<file path="config.mk">
export PLATFORM = sky130hd
export DESIGN_NAME = fifo_wr_arbiter
export DESIGN_NICKNAME = d
export VERILOG_FILES = /design/src/rtl/fifo_wr_arbiter.sv
export SDC_FILE = /design/constraint.sdc
export NUM_CORES = 1
export LEC_CHECK = 0
export BUFFER_PORTS_ARGS = -buffer_cell sky130_fd_sc_hd__buf_2
export CORE_MARGIN = 10
export CORE_UTILIZATION = 45
export DETAILED_ROUTE_END_ITERATION = 16
export PLACE_DENSITY_LB_ADDON = 0.12
export SLEW_MARGIN = 10
export SYNTH_ARGS = -nofsm -noshare
export SYNTH_HDL_FRONTEND = slang
export SYNTH_SLANG_ARGS = --single-unit
</file>
<file path="constraint.sdc">
create_clock -name clk -period 6.1 [get_ports clk]
set_clock_uncertainty 0.15 [all_clocks]
set_input_delay 1.525 -clock clk [delete_from_list [all_inputs] [get_ports clk]]
set_output_delay 1.525 -clock clk [all_outputs]
set_load 0.01 [all_outputs]
</file>
<file path="src/rtl/fifo_wr_arbiter.sv">
// Round-robin arbiter sharing one syncfifo write port among NREQ valid/ready requesters.
// Occupancy is tracked locally so a write is never issued while the FIFO's full flag lags.
module fifo_wr_arbiter #(
  parameter int NREQ      = 4,
  parameter int WIDTH     = 8,
  parameter int DEPTH     = 16,
  parameter int MAX_BURST = 4,
  parameter int LVL_W     = $clog2(DEPTH) + 1
) (
  input  logic                  clk,
  input  logic                  rst,
  input  logic [NREQ-1:0]       in_valid,
  input  logic [NREQ*WIDTH-1:0] in_data,
  output logic [NREQ-1:0]       in_ready,
  output logic                  fifo_wr_en,
  output logic [WIDTH-1:0]      fifo_wdata,
  input  logic                  fifo_full,
  input  logic                  fifo_empty,
  input  logic                  fifo_rd_en,
  input  logic                  fifo_wr_err,
  output logic [NREQ-1:0]       grant,
  output logic [LVL_W-1:0]      level,
  output logic [7:0]            err_cnt
);

  localparam int IDX_W = $clog2(NREQ);
  localparam int BC_W  = $clog2(MAX_BURST + 1);
  localparam logic [LVL_W-1:0] DEPTH_L = LVL_W'(DEPTH);
  localparam logic [BC_W-1:0]  MAXB_L  = BC_W'(MAX_BURST);
  localparam logic [IDX_W:0]   NREQ_L  = (IDX_W + 1)'(NREQ);
  localparam logic [IDX_W-1:0] LAST_L  = IDX_W'(NREQ - 1);

  typedef enum logic [0:0] {ST_ARB = 1'b0, ST_GRANT = 1'b1} state_t;

  state_t             state_r, state_s;
  logic [NREQ-1:0]    grant_r, grant_s;
  logic [IDX_W-1:0]   owner_r, owner_s;
  logic [IDX_W-1:0]   rr_ptr_r, rr_ptr_s;
  logic [IDX_W-1:0]   sel_s;
  logic               found_s;
  logic [IDX_W:0]     idx_s;
  logic [BC_W-1:0]    beat_cnt_r, beat_cnt_s;
  logic [LVL_W-1:0]   level_r, level_s;
  logic               wr_en_r, wr_en_s;
  logic [WIDTH-1:0]   wdata_r, wdata_s;
  logic [WIDTH-1:0]   owner_data_s;
  logic [7:0]         err_cnt_r, err_cnt_s;
  logic               owner_valid_s, space_s, accept_s, dec_s;

  function automatic logic [NREQ-1:0] to_onehot(input logic [IDX_W-1:0] idx);
    logic [NREQ-1:0] oh;
    oh      = '0;
    oh[idx] = 1'b1;
    return oh;
  endfunction

  // Round-robin search: first valid index starting at rr_ptr, wrapping modulo NREQ.
  always_comb begin
    sel_s   = '0;
    found_s = 1'b0;
    idx_s   = '0;
    for (int k = 0; k < NREQ; k++) begin
      idx_s = {1'b0, rr_ptr_r} + (IDX_W + 1)'(k);
      if (idx_s >= NREQ_L) begin
        idx_s = idx_s - NREQ_L;
      end else begin
        idx_s = idx_s;
      end
      if (!found_s && in_valid[idx_s[IDX_W-1:0]]) begin
        found_s = 1'b1;
        sel_s   = idx_s[IDX_W-1:0];
      end else begin
        found_s = found_s;
      end
    end
  end

  // Owner-side handshake; space uses the current level only, so in_ready never sees fifo_rd_en.
  always_comb begin
    owner_data_s = '0;
    for (int i = 0; i < NREQ; i++) begin
      owner_data_s = owner_data_s | (in_data[i*WIDTH +: WIDTH] & {WIDTH{grant_r[i]}});
    end
    owner_valid_s = |(in_valid & grant_r);
    space_s       = (level_r < DEPTH_L) && !fifo_full && !rst;
    accept_s      = (state_r == ST_GRANT) && owner_valid_s && space_s;
    dec_s         = fifo_rd_en && !fifo_empty;
    if ((state_r == ST_GRANT) && space_s) begin
      in_ready = grant_r;
    end else begin
      in_ready = '0;
    end
  end

  // Arbitration FSM next state, burst accounting and write-port drive.
  always_comb begin
    state_s    = state_r;
    grant_s    = grant_r;
    owner_s    = owner_r;
    rr_ptr_s   = rr_ptr_r;
    beat_cnt_s = beat_cnt_r;
    wr_en_s    = 1'b0;
    wdata_s    = wdata_r;
    case (state_r)
      ST_ARB: begin
        if (found_s) begin
          state_s    = ST_GRANT;
          grant_s    = to_onehot(sel_s);
          owner_s    = sel_s;
          beat_cnt_s = '0;
        end else begin
          grant_s = '0;
        end
      end
      ST_GRANT: begin
        if (accept_s) begin
          wr_en_s    = 1'b1;
          wdata_s    = owner_data_s;
          beat_cnt_s = beat_cnt_r + BC_W'(1);
        end else begin
          wr_en_s = 1'b0;
        end
        // A stall (valid without ready) keeps the grant; only a full burst or dropped valid ends it.
        if ((accept_s && (beat_cnt_r + BC_W'(1) == MAXB_L)) || !owner_valid_s) begin
          state_s = ST_ARB;
          grant_s = '0;
          if (owner_r == LAST_L) begin
            rr_ptr_s = '0;
          end else begin
            rr_ptr_s = owner_r + IDX_W'(1);
          end
        end else begin
          state_s = ST_GRANT;
        end
      end
      default: begin
        state_s = ST_ARB;
        grant_s = '0;
      end
    endcase
  end

  // Occupancy and error-count next values, both saturating.
  always_comb begin
    if (accept_s && !dec_s) begin
      level_s = (level_r < DEPTH_L) ? level_r + LVL_W'(1) : level_r;
    end else if (dec_s && !accept_s) begin
      level_s = (level_r != '0) ? level_r - LVL_W'(1) : level_r;
    end else begin
      level_s = level_r;
    end
    if (fifo_wr_err && (err_cnt_r != 8'hFF)) begin
      err_cnt_s = err_cnt_r + 8'd1;
    end else begin
      err_cnt_s = err_cnt_r;
    end
  end

  // State and output registers with synchronous reset.
  always_ff @(posedge clk) begin
    if (rst) begin
      state_r    <= ST_ARB;
      grant_r    <= '0;
      owner_r    <= '0;
      rr_ptr_r   <= '0;
      beat_cnt_r <= '0;
      level_r    <= '0;
      wr_en_r    <= 1'b0;
      wdata_r    <= '0;
      err_cnt_r  <= 8'd0;
    end else begin
      state_r    <= state_s;
      grant_r    <= grant_s;
      owner_r    <= owner_s;
      rr_ptr_r   <= rr_ptr_s;
      beat_cnt_r <= beat_cnt_s;
      level_r    <= level_s;
      wr_en_r    <= wr_en_s;
      wdata_r    <= wdata_s;
      err_cnt_r  <= err_cnt_s;
    end
  end

  assign fifo_wr_en = wr_en_r;
  assign fifo_wdata = wdata_r;
  assign grant      = grant_r;
  assign level      = level_r;
  assign err_cnt    = err_cnt_r;

endmodule
</file>
==> flow_metrics.py <==
metrics = {
    "critical_path": {
        "end_kind": "flop",
        "path_cells": "buf_2 > nor4b_4 > and2_2 > ha_1 > inv_1 > fa_1 > a21o_1 > a21oi_1 > xnor2_1 > or3_1 > a21oi_1",
        "cp_common_cell": "a21oi_1",
        "cp.required_ps": 6160,
        "critPathLaunchType": "input pin",
        "slowest_delay_ps": 460,
        "path_max_fanout": 34,
        "cp_slowest_cell": "and2_2",
        "critPathArrivalTime_ps": 4490,
        "path_class": "in -> reg",
    },
    "layout": {
        "final_cell_area_sq_um": 2240,
        "multi_input_area_sq_um": 1040,
        "area_growth_pct": 25.4,
        "antenna_cells": 0,
        "fill_cells": 357,
        "drive_gt1_share_pct": 31.0,
        "regArea_sq_um": 681,
        "stdcell_count": 316,
        "fin_util_pct": 59.9,
        "nets": 318,
    },
    "synth": {
        "ys_warn_count": 0,
        "synthArstFlopShare_pct": 0,
        "synth_seq_cells": 34,
        "syn_avg_cell_area_sq_um": 8.99,
        "synth_edf_count": 0,
        "synthFlopType": "dfxtp_1",
        "synth.distinct_cells": 38,
        "netlist_instances": 199,
        "seq_area_frac_synth_pct": 38.0,
        "synth_fp_nets": 250,
        "synth_area_sq_um": 1790,
    },
    "timing": {
        "worst_slack_ps": 1670,
        "slew_headroom_pct": 57.9,
        "maxSlewViolCount": 0,
        "clock.fmax_mhz": 226,
        "fin_tns_setup_ps": 0,
        "post-route-min-period_ps": 4430,
        "rsz0062_at_grt": "false",
        "tightest_slew_ps": 632,
        "hold_ws_ps": 342,
        "fin_crit_sh_pct": 72.7,
        "setup_violations": 0,
        "hold_viol_final": 0,
    },
    "power": {
        "peakVddDrop_uv": 181,
        "power_per_cell_area_nw_per_um2": 274,
        "leakagePower_nw": 1.03,
        "power.total_mw": 0.614,
    },
    "routing": {
        "wl_per_cell_microns": 15.0,
        "ant_nets": 0,
        "wirelength_mm": 4.74,
        "vias_per_cell": 5.34,
        "drc": 0,
        "vias": 1688,
        "dr.pass1.iters": 4,
        "first_iter_violations": 97,
    },
    "floorplanning": {
        "die_h_microns": 83.1,
        "start_util_pct": 47.8,
        "dieWidth_microns": 83.1,
        "std_cell_rows": 22,
        "boundaryPins": 72,
        "dieArea_sq_um": 6900,
        "coreArea_sq_um": 3740,
    },
    "clock_tree": {
        "cts_root_buf": "clkbuf_8",
        "cts_num_sinks": 34,
        "cts_resized": 0,
        "cts_tree": "done",
        "clk_latency_ps": 280,
        "clockBufferDepth": 2,
        "cts-buffers-inserted": 5,
        "post_cts_buffers": 0,
        "clk_pin_slew_ps": 70,
        "htreeDepth": 2,
        "holdBufCountCts": 0,
    },
    "worst_hold_path": {
        "hold_class": "reg -> reg",
    },
    "grt": {
        "grt-ovfl-total": 0,
        "grt_pass1_wl_mm": 7.77,
        "first_global_vias": 1620,
        "antenna_found_initial": 0,
        "grt_usage_pct": 13.2,
        "grt_max_degree": 35,
    },
    "place": {
        "io_buffers": 71,
        "place_area_sq_um": 2150,
        "dp_slack_ps": 1360,
        "dp_hpwl_mm": 3.66,
        "place.gp.congestion": 0.832,
        "dp.cells": 308,
    },
    "run_status": {
        "status": "complete, no violations",
    },
    "run": {
        "drv_cap": 0,
    },
}
synth_stat cells, drive strengths merged, types with 3 or more instances:
| cell | count | share of area (%) |
|---|---|---|
| a21oi | 11 | 3.1 |
| clkbuf | 8 | 1.7 |
| and3 | 3 | 1.0 |
| inv | 5 | 1.0 |
| nand2 | 8 | 1.7 |
| xnor2 | 3 | 1.5 |
| nand2b | 4 | 1.4 |
| a311oi | 8 | 3.9 |
| a211oi | 3 | 1.3 |
| dfxtp | 34 | 38 |
| nand3 | 4 | 1.1 |
| ha | 8 | 5.6 |
| and2 | 7 | 2.5 |
| xor2 | 4 | 2.0 |
| mux2i | 8 | 4.5 |
| nor2 | 32 | 6.7 |
| a22oi | 20 | 8.4 |
| a21o | 4 | 1.7 |
sequential cells by signal, indices dropped and copies added (netlist names):
register	flops
err_cnt	8
state_r	1
rr_ptr_r	2
level	5
grant	4
owner_r	2
fifo_wdata	8
beat_cnt_r	3
fifo_wr_en	1
kinds of logic after synthesis:
kind of cell    share of synthesized area (%)
compound gates                           23.1
simple gates                             19.0
xor+xnor                                 3.43
mux                                      5.73
buf+inv                                  3.99
flops                                    38.0
fa+ha+maj                                6.71
placed cells by master (no fill, tap or decap), types with 2 or more instances in the layout:
cell	instances
a211oi_1	3
a21o_1	4
a21oi_1	11
a22oi_1	20
a311oi_1	8
and2_1	6
and3_1	3
buf_2	71
clkbuf_8	6
dfxtp_1	34
ha_1	8
inv_1	5
mux2_2	2
mux2i_1	8
nand2_1	8
nand2b_1	4
nand3_1	4
nand4_1	2
nor2_1	32
nor2b_1	2
o2bb2ai_1	2
or3_1	2
xnor2_1	3
xor2_1	4
per-layer routing:
| metal | up-vias | track usage [%] | part of all wire, % |
|---|---|---|---|
| met3 | 6 | 6.74 | 8.2 |
| met4 | 0 | 4.00 | 0.97 |
| met2 | 56 | 19.4 | 44 |
| met5 | - | 0 | 0 |
| met1 | 748 | 16.3 | 47 |
| li1 | 878 | - | - |
layout make-up:
class | instances | area share, %
Sequential cell | 34 | 30.3
Multi-Input combinational cell | 150 | 46.2
Clock inverter | 1 | 0.223
Timing Repair Buffer | 71 | 15.8
Tap cell | 48 | 2.68
Inverter | 5 | 0.837
Clock buffer | 7 | 3.85
worst paths after layout:
kind	depth (start not counted)	slack, ps	from	end
setup / recovery	11	1670	rst	level[4]
hold / removal	2	340	fifo_wdata[4]	fifo_wdata[4]
setup reg to reg	11	2700	grant[3]	level[4]
hold reg to reg	2	340	fifo_wdata[4]	fifo_wdata[4]
critical path: cells and delay by family:
kind / cells / cell delay [ps]
adder cells (fa/ha/maj): 2 / 730
AND/OR/NAND/NOR: 3 / 1180
XOR/XNOR: 1 / 110
buffers and inverters: 2 / 440
AO/OA/AOI/OAI: 3 / 500
power by group:
group | total [mW] | leakage [nW] | switching [mW] | internal [mW]
clock network | 0.169 | 0.0482 | 0.0783 | 0.0910
logic | 0.176 | 0.707 | 0.0881 | 0.0876
registers | 0.269 | 0.276 | 0.0284 | 0.241
Note: power is estimated with default switching activity, not from simulation.
